File: src/rtl/dpram_pkg.sv
// Shared constants and FSM encoding for the dual-port RAM stream reader.
package dpram_pkg;

    localparam int unsigned FIFO_DEPTH = 2;
    localparam int unsigned FIFO_CNT_W = $clog2(FIFO_DEPTH + 1);

    typedef enum logic [1:0] {
        ST_IDLE  = 2'd0,
        ST_READ  = 2'd1,
        ST_DRAIN = 2'd2,
        ST_DONE  = 2'd3
    } state_e;

endpackage

File: src/rtl/dpram_skid_fifo.sv
// Small output buffer absorbing RAM read data while the stream sink stalls.
module dpram_skid_fifo
    import dpram_pkg::*;
#(
    parameter int unsigned DATAWIDTH = 8
) (
    input  logic                  clock,
    input  logic                  reset,
    input  logic                  push,
    input  logic [DATAWIDTH-1:0]  push_data,
    input  logic                  pop,
    output logic [DATAWIDTH-1:0]  pop_data,
    output logic [FIFO_CNT_W-1:0] count,
    output logic                  full,
    output logic                  empty
);

    localparam int unsigned PTR_W = (FIFO_DEPTH > 1) ? $clog2(FIFO_DEPTH) : 1;

    logic [DATAWIDTH-1:0]  slot_q [FIFO_DEPTH];
    logic [PTR_W-1:0]      wr_ptr_q, wr_ptr_d;
    logic [PTR_W-1:0]      rd_ptr_q, rd_ptr_d;
    logic [FIFO_CNT_W-1:0] count_q, count_d;

    function automatic logic [PTR_W-1:0] ptr_inc(input logic [PTR_W-1:0] p);
        return (p == PTR_W'(FIFO_DEPTH - 1)) ? '0 : p + 1'b1;
    endfunction

    always_comb begin
        wr_ptr_d = push ? ptr_inc(wr_ptr_q) : wr_ptr_q;
        rd_ptr_d = pop  ? ptr_inc(rd_ptr_q) : rd_ptr_q;
        count_d  = count_q;
        case ({push, pop})
            2'b10:   count_d = count_q + 1'b1;
            2'b01:   count_d = count_q - 1'b1;
            default: count_d = count_q;
        endcase
    end

    always_ff @(posedge clock or posedge reset) begin
        if (reset) begin
            wr_ptr_q <= '0;
            rd_ptr_q <= '0;
            count_q  <= '0;
            for (int unsigned i = 0; i < FIFO_DEPTH; i++) begin
                slot_q[i] <= '0;
            end
        end else begin
            wr_ptr_q <= wr_ptr_d;
            rd_ptr_q <= rd_ptr_d;
            count_q  <= count_d;
            if (push) begin
                slot_q[wr_ptr_q] <= push_data;
            end
        end
    end

    assign pop_data = slot_q[rd_ptr_q];
    assign count    = count_q;
    assign full     = (count_q == FIFO_CNT_W'(FIFO_DEPTH));
    assign empty    = (count_q == '0);

endmodule

File: src/rtl/dpram_stream_reader.sv
// Streams a burst of words out of a dual-port RAM read port (1-cycle latency)
// onto a valid/ready interface, never holding more than FIFO_DEPTH words in flight.
module dpram_stream_reader
    import dpram_pkg::*;
#(
    parameter int unsigned DATAWIDTH = 8,
    parameter int unsigned ADDRWIDTH = 8
) (
    input  logic                 clock,
    input  logic                 reset,
    input  logic                 start,
    input  logic [ADDRWIDTH-1:0] start_addr,
    input  logic [ADDRWIDTH:0]   length,
    output logic                 busy,
    output logic                 done,
    output logic [ADDRWIDTH-1:0] mem_address,
    output logic                 mem_wren,
    input  logic [DATAWIDTH-1:0] mem_q,
    output logic [DATAWIDTH-1:0] out_data,
    output logic                 out_valid,
    input  logic                 out_ready
);

    localparam int unsigned OCC_W = FIFO_CNT_W + 1;

    state_e                state_q, state_d;
    logic [ADDRWIDTH-1:0]  rd_addr_q, rd_addr_d;
    logic [ADDRWIDTH-1:0]  hold_addr_q, hold_addr_d;
    logic [ADDRWIDTH:0]    remaining_q, remaining_d;
    logic                  inflight_q, inflight_d;

    logic                  pop;
    logic                  issue;
    logic [OCC_W-1:0]      occ_after;
    logic                  fifo_push, fifo_pop;
    logic [DATAWIDTH-1:0]  fifo_head;
    logic [FIFO_CNT_W-1:0] fifo_count;
    logic                  fifo_full, fifo_empty;

    // An empty FIFO lets the returning RAM word bypass straight to the output;
    // it is only written into the FIFO when the sink does not take it at once.
    assign out_valid = !fifo_empty || inflight_q;
    assign out_data  = !fifo_empty ? fifo_head : (inflight_q ? mem_q : '0);
    assign pop       = out_valid && out_ready;
    assign fifo_pop  = pop && !fifo_empty;
    assign fifo_push = inflight_q && !(fifo_empty && pop);

    // Words buffered or in flight once this cycle's pop is taken into account.
    assign occ_after = OCC_W'(fifo_count) + OCC_W'(inflight_q) - OCC_W'(pop);
    assign issue     = (state_q == ST_READ) && (occ_after < OCC_W'(FIFO_DEPTH));

    assign mem_address = issue ? rd_addr_q : hold_addr_q;
    assign mem_wren    = 1'b0;
    assign busy        = (state_q == ST_READ) || (state_q == ST_DRAIN);
    assign done        = (state_q == ST_DONE);

    always_comb begin
        state_d     = state_q;
        rd_addr_d   = rd_addr_q;
        remaining_d = remaining_q;
        inflight_d  = issue;
        hold_addr_d = issue ? rd_addr_q : hold_addr_q;
        case (state_q)
            ST_IDLE: begin
                if (start) begin
                    rd_addr_d   = start_addr;
                    remaining_d = length;
                    state_d     = (length == '0) ? ST_DONE : ST_READ;
                end
            end
            ST_READ: begin
                if (issue) begin
                    rd_addr_d   = rd_addr_q + 1'b1;
                    remaining_d = remaining_q - 1'b1;
                    if (remaining_q == (ADDRWIDTH + 1)'(1)) begin
                        state_d = ST_DRAIN;
                    end
                end
            end
            ST_DRAIN: begin
                if (occ_after == '0) begin
                    state_d = ST_DONE;
                end
            end
            ST_DONE: state_d = ST_IDLE;
            default: state_d = ST_IDLE;
        endcase
    end

    always_ff @(posedge clock or posedge reset) begin
        if (reset) begin
            state_q     <= ST_IDLE;
            rd_addr_q   <= '0;
            hold_addr_q <= '0;
            remaining_q <= '0;
            inflight_q  <= 1'b0;
        end else begin
            state_q     <= state_d;
            rd_addr_q   <= rd_addr_d;
            hold_addr_q <= hold_addr_d;
            remaining_q <= remaining_d;
            inflight_q  <= inflight_d;
        end
    end

    dpram_skid_fifo #(
        .DATAWIDTH (DATAWIDTH)
    ) u_fifo (
        .clock     (clock),
        .reset     (reset),
        .push      (fifo_push),
        .push_data (mem_q),
        .pop       (fifo_pop),
        .pop_data  (fifo_head),
        .count     (fifo_count),
        .full      (fifo_full),
        .empty     (fifo_empty)
    );

    a_no_overflow: assert property (@(posedge clock) disable iff (reset)
        !(fifo_push && !fifo_pop && fifo_full));

endmodule

File: config.mk
export PLATFORM = sky130hd
export DESIGN_NAME = dpram_stream_reader
export DESIGN_NICKNAME = d
export VERILOG_FILES = /design/src/rtl/dpram_pkg.sv /design/src/rtl/dpram_skid_fifo.sv /design/src/rtl/dpram_stream_reader.sv
export SDC_FILE = /design/constraint.sdc
export NUM_CORES = 1
export LEC_CHECK = 0
export CAP_MARGIN = 20
export CORE_AREA = 2 2 108 79
export DETAILED_ROUTE_END_ITERATION = 10
export DIE_AREA = 0 0 110 81
export PLACE_DENSITY = 0.53
export SLEW_MARGIN = 5
export SYNTH_ARGS = -nofsm -noshare
export SYNTH_HDL_FRONTEND = slang
export SYNTH_SLANG_ARGS = --single-unit
File: constraint.sdc
create_clock -name clock -period 4.9 [get_ports clock]
set_input_delay 1.225 -clock clock [delete_from_list [all_inputs] [get_ports clock]]
set_output_delay 1.225 -clock clock [all_outputs]
set_load 0.01 [all_outputs]
* After elaboration in Yosys (flattened, before gate mapping)
Index checks and enable logic that the tools add are counted.
** Word-level totals
- Logic and storage cells :: 76
- Flip-flop bits (word level) :: 48
** Cells by class
- Bitwise logic cells :: 2
- Equal/unequal tests :: 10
- Add/sub/neg operators :: 8
- Reduce and logical (&&, ||, !) cells :: 18
- Mux-type cells :: 24
- Order comparisons :: 4
** Operators by type and width (number)
- $mux 8 :: 9
- $mux 9 :: 2
- $pmux 9 s2 :: 1
- $bwmux 16 :: 1
- $pmux 8 s2 :: 1
- $mux 2 :: 5
- $eq 9x1->1 const B :: 1
- $logic_not 9->1 :: 1
- $sub 9x1->9 const B :: 1
- $add 8x1->8 const B :: 1
- $demux 8 s1 :: 1
- $pmux 2 s4 :: 1
- $eq 2x2->1 const B :: 3
- $logic_and 1x1->1 :: 6
- $eq 2x1->1 const B :: 2
- $ge 2x2->1 const B :: 2
- $logic_not 2->1 :: 2
- $ne 2x1->1 const B :: 2
- $ne 2x2->1 const B :: 2
- $not 1->2 :: 2
- $pmux 2 s2 :: 1
- $reduce_and 4->1 :: 1
- $reduce_bool 2->1 :: 2
- $add 2x1->3 :: 1
- 11 further kinds :: 15

* Longest topological paths before layout
- Depth in word-level cells :: 9
- Gate-level depth with buffers :: 14
- Depth with buffers taken out :: 11

* Modules after synthesis
A second synthesis with hierarchy kept.
** Second synthesis, totals
- Cells, all modules :: 271
- Area total of the unflattened synthesis :: 2771.4 sq um
** Modules (own cells, without submodules)
- dpram_stream_reader :: area an instance 1900.6 sq um, seq. area each 700.7 sq um, times used 1, cells each 213
- dpram_skid_fifo :: area an instance 870.8 sq um, seq. area each 500.5 sq um, times used 1, cells each 58

* Worst setup path before layout
No wires, ideal clock.
- Path type :: input port to output port
- Start :: input out_ready
- End :: output mem_address[0]
- Stages on the path :: 9
- Arrival time :: 3.220 ns
- Path slack :: 0.455 ns
- Cell sequence :: and2_1 ha_1 inv_1 ha_1 inv_1 fa_1 xnor2_4 nand3_1 o21ai_0
** Between the ends
- Word-level cells in the longest chain between the ends :: 5
** RTL lines
- start, declared :: line dpram_stream_reader.sv:21 : input logic out_ready
- $logic_and 1x1->1 :: line dpram_stream_reader.sv:44 : assign pop = out_valid && out_ready;
- $sub 3x1->3 :: line dpram_stream_reader.sv:49 : assign occ_after = OCC_W'(fifo_count) + OCC_W'(inflight_q) - OCC_W'(pop);
- $lt 3x2->1 :: line dpram_stream_reader.sv:50 : assign issue = (state_q == ST_READ) && (occ_after < OCC_W'(FIFO_DEPTH));
- $logic_and 1x1->1 :: line dpram_stream_reader.sv:50
- $mux 8
- end, declared :: line dpram_stream_reader.sv:16 : output logic [ADDRWIDTH-1:0] mem_address,
Every way passes these cells.

* Final worst setup path
- Start :: input out_ready
- End :: output mem_address[2]
Same word-level chain as after synthesis.

==> reports/qor.yml <==
whs_path_depth: 1
yosysTopAreaCell: "dfrtp_1"
htree_levels: 2
grt_usage_pct: 16.12
viasPerCell: 5.168
drc: 0
intPower_mw: 1.462
cp_cell_sequence: "dlygate4sd2_1 -> and2_1 -> ha_1 -> inv_1 -> ha_1 -> inv_1 -> fa_2 -> xnor2_4 -> nand3_2 -> buf_4 -> mux2_2 -> dlygate4sd2_1"
place_ws_ps: -392.3
cap_violations: 0
setup_viol: 0
period_share_pct: 97.08
cts_sinks: 48
critical_path_required_ps: 3670
rr_worst_depth: 14
cpMaxStageDelayCell: "fa_2"
ys_ff_latch: 48
rr_endpoint: "rd_addr_q[1]"
clockPowerShare_pct: 10.0
grt_max_degree: 49
grt_pass1_wl_mm: 10.90
path_max_fanout: 4
finalInstanceArea_um2: 3510
dp_hpwl_mm: 4.682
fp.dieArea_um2: 8910
hold_viol: 0
layout.cells.non_filler: 422
synth-async-reset-ratio_pct: 100.0
clk_pin_slew_ps: 90
synth_ff_type: "dfrtp_1"
wl_per_cell_um: 15.73
start_util_pct: 34.40
min_from: "hold_addr_q[2]"
grt_pass1_vias: 2056
final.setup.worst_slack_ps: 143.2
power_mw: 2.488
irDropWorstVdd_v: 0.0002969
crit_path_start_kind: "input port"
relSlewSlack_pct: 51.61
final_antenna_net_count: 0
switching_share_pct: 41.21
slowest_delay_ps: 370
min_to: "hold_addr_q[2]"
cts_buffers: 5
place.gp.congestion: 0.8241
yosys-top-cells-area: "dfrtp_1 (44%), mux2_2 (11%), mux2i_1 (5.4%), ha_1 (5.0%), nand3_1 (2.9%)"
fp-row-count: 28
nets: 357
ys_seq_area_share_pct: 43.52
gr-total-overflow: 0
r2r_start: "u_fifo.count[0]"
vias: 2181
syn_nets: 301
synth_edf_count: 0
fmax_mhz: 210.2
clockBufferDepth: 2
die_h_um: 81
die_w_um: 110
layout_min_cycle_time_ps: 4757
synth_cell_types: 50
worstSkewPairLatency_ps: 300
synth_top_area_share_pct: 43.52
firstDrtPassIters: 4
areaGrowthSynthToFinish_pct: 27.15
io_buffers: 47
cts_tree: "done"
placed_area_um2: 3382
yosysWarningCount: 0
critical_path_class: "input port to output pin"
finClkSkew_ps: 4.844
worst_pin_slew_ps: 724.4
postSynthCellCount: 260
root_buffer: "clkbuf_8"
drt_iter0_drc: 95
placeableCoreArea_um2: 8023
dp_cells: 410
synth_area_um2: 2760
routed_wl_mm: 6.640
io_pins: 49
antennaDiodeCount: 0
rsz0062_at_grt: "no"
drive_gt1_share_pct: 20.50
endpoint_kind: "output pin"
antenna_found_initial: 0
avgSynthCellArea_um2: 10.62
p_leak_nw: 1.532
worstPathArrival_ps: 3530
final_max_slew_viol_count: 0
run_status: "finished, final reports clean"
power_frac_comb_pct: 59.0
seq_power_share_pct: 31.0
p_sw_mw: 1.025
r2r_slack_ps: 1380
min_path_type: "flop to flop"
cts_hold_buf: 0
power_density_nw_per_um2: 708.8
==> per-stage QoR <==
stage                     utilization, %  hold WS, ps  setup TNS (ps)
final                              43.75        498.6               0
after detailed placement           42.16        482.5           -2512
after global placement             42.16        479.6           -2696
after global routing               43.75        526.8               0
after CTS                          43.86        502.7               0
after floorplan                        -        479.2               0
==> kinds of logic after synthesis <==
logic type	Yosys count	synth area share, %
DFF	48	43.52
muxes	41	16.05
adders and majority gates	12	5.712
xor gates and xnor gates	6	2.584
and+or+nand+nor	70	14.10
AOI/OAI and AO/OA	49	12.92
other	1	0.1359
buffers and inverters	33	4.986
==> power groups by stage <==
stage | sequential (mW) | combinational (mW) | clock (mW)
final | 0.771 | 1.47 | 0.248
after global routing | 0.798 | 1.62 | 0.284
after CTS | 0.768 | 1.48 | 0.262
after detailed placement | 0.777 | 1.43 | 0
after global placement | 0.772 | 1.42 | 0
after floorplan | 0.715 | 0.970 | 0
==> cells in the mapped netlist (2+ instances only) <==
| library cell | n |
|---|---|
| o21ai_0 | 14 |
| nor3_1 | 6 |
| ha_1 | 11 |
| nor2b_1 | 3 |
| a21oi_1 | 3 |
| xor2_1 | 2 |
| a32oi_1 | 2 |
| or3_1 | 3 |
| clkbuf_1 | 8 |
| nor2_1 | 6 |
| and2_1 | 6 |
| mux2i_1 | 15 |
| or4_1 | 4 |
| nand3_1 | 16 |
| a221o_1 | 7 |
| nor4_1 | 3 |
| nand4_1 | 7 |
| a31oi_1 | 4 |
| a222oi_1 | 2 |
| inv_1 | 20 |
| mux2_2 | 26 |
| o31ai_1 | 6 |
| or2_2 | 2 |
| dfrtp_1 | 48 |
| o21a_1 | 2 |
| xnor2_1 | 3 |
| nand2_1 | 8 |
==> registers in the layout, indices dropped and copies added, names as in the netlist <==
register         count
rd_addr_q            8
state_q              2
inflight_q           1
u_fifo.slot_q       16
remaining_q          9
hold_addr_q          8
u_fifo.count         2
u_fifo.rd_ptr_q      1
u_fifo.wr_ptr_q      1
==> routing by layer <==
| layer | up-vias | GRT usage [%] | share of wire (%) |
|---|---|---|---|
| met1 | 1057 | 25.51 | 53 |
| met4 | 0 | 2.785 | 0.77 |
| met3 | 4 | 4.655 | 4.8 |
| li1 | 1070 | - | - |
| met5 | - | 0 | 0 |
| met2 | 50 | 21.47 | 41 |
==> worst max path at each step <==
stage / start / to / slack (ps) / cells past startpoint
after floorplan: out_ready / mem_address[0] / 450 / 9
after global placement: out_ready / mem_address[3] / -420 / 13
after detailed placement: out_ready / mem_address[4] / -390 / 13
after CTS: out_ready / mem_address[1] / 2 / 13
after global routing: out_ready / mem_address[2] / 20 / 12
final: out_ready / mem_address[2] / 140 / 12
==> layout make-up <==
cell class,count,area (um^2)
clock buffer,7,86.33
clock inverter,1,7.507
fill,795,4513
inverter,20,75.07
multi-input combinational,179,1433
sequential,48,1201
tap,105,131.4
timing repair buffer,62,575.6
==> repair_timing <==
item	CTS	global route
gates resized for setup	21	6
pin swaps	4	3
cloned	1	0
buffers inserted	2	0
endpoints found under the setup margin	8	6
==> critical path, delay by kind of cell <==
family,cells,cell delay [ps]
AND/OR/NAND/NOR,2,290
buffers and inverters,5,820
XOR/XNOR,1,160
multiplexers,1,270
adder cells (fa/ha/maj),3,760
==> layout by cell type, fill, tap and decap left out, types with 2 or more instances in the layout <==
master and count:
o21a_1 2, xnor2_1 3, mux2i_1 15, mux2_2 25, clkdlybuf4s50_1 38, a32oi_1 2
nor2_1 6, buf_6 2, xor2_1 2, nand3_1 15, or2_2 2, o21ai_0 13
a221o_1 7, ha_1 11, and2_1 6, nor4_1 3, o31ai_1 6, or4_1 4
clkbuf_2 4, dlygate4sd2_1 4, a31oi_1 4, nand4_1 7, dfrtp_1 48, or3_1 3
nor2b_1 3, nor3_1 6, clkbuf_8 6, a222oi_1 2, inv_1 19, nand2_1 8
buf_4 13, a21oi_1 3
Note: power is estimated with default switching activity, not from simulation.
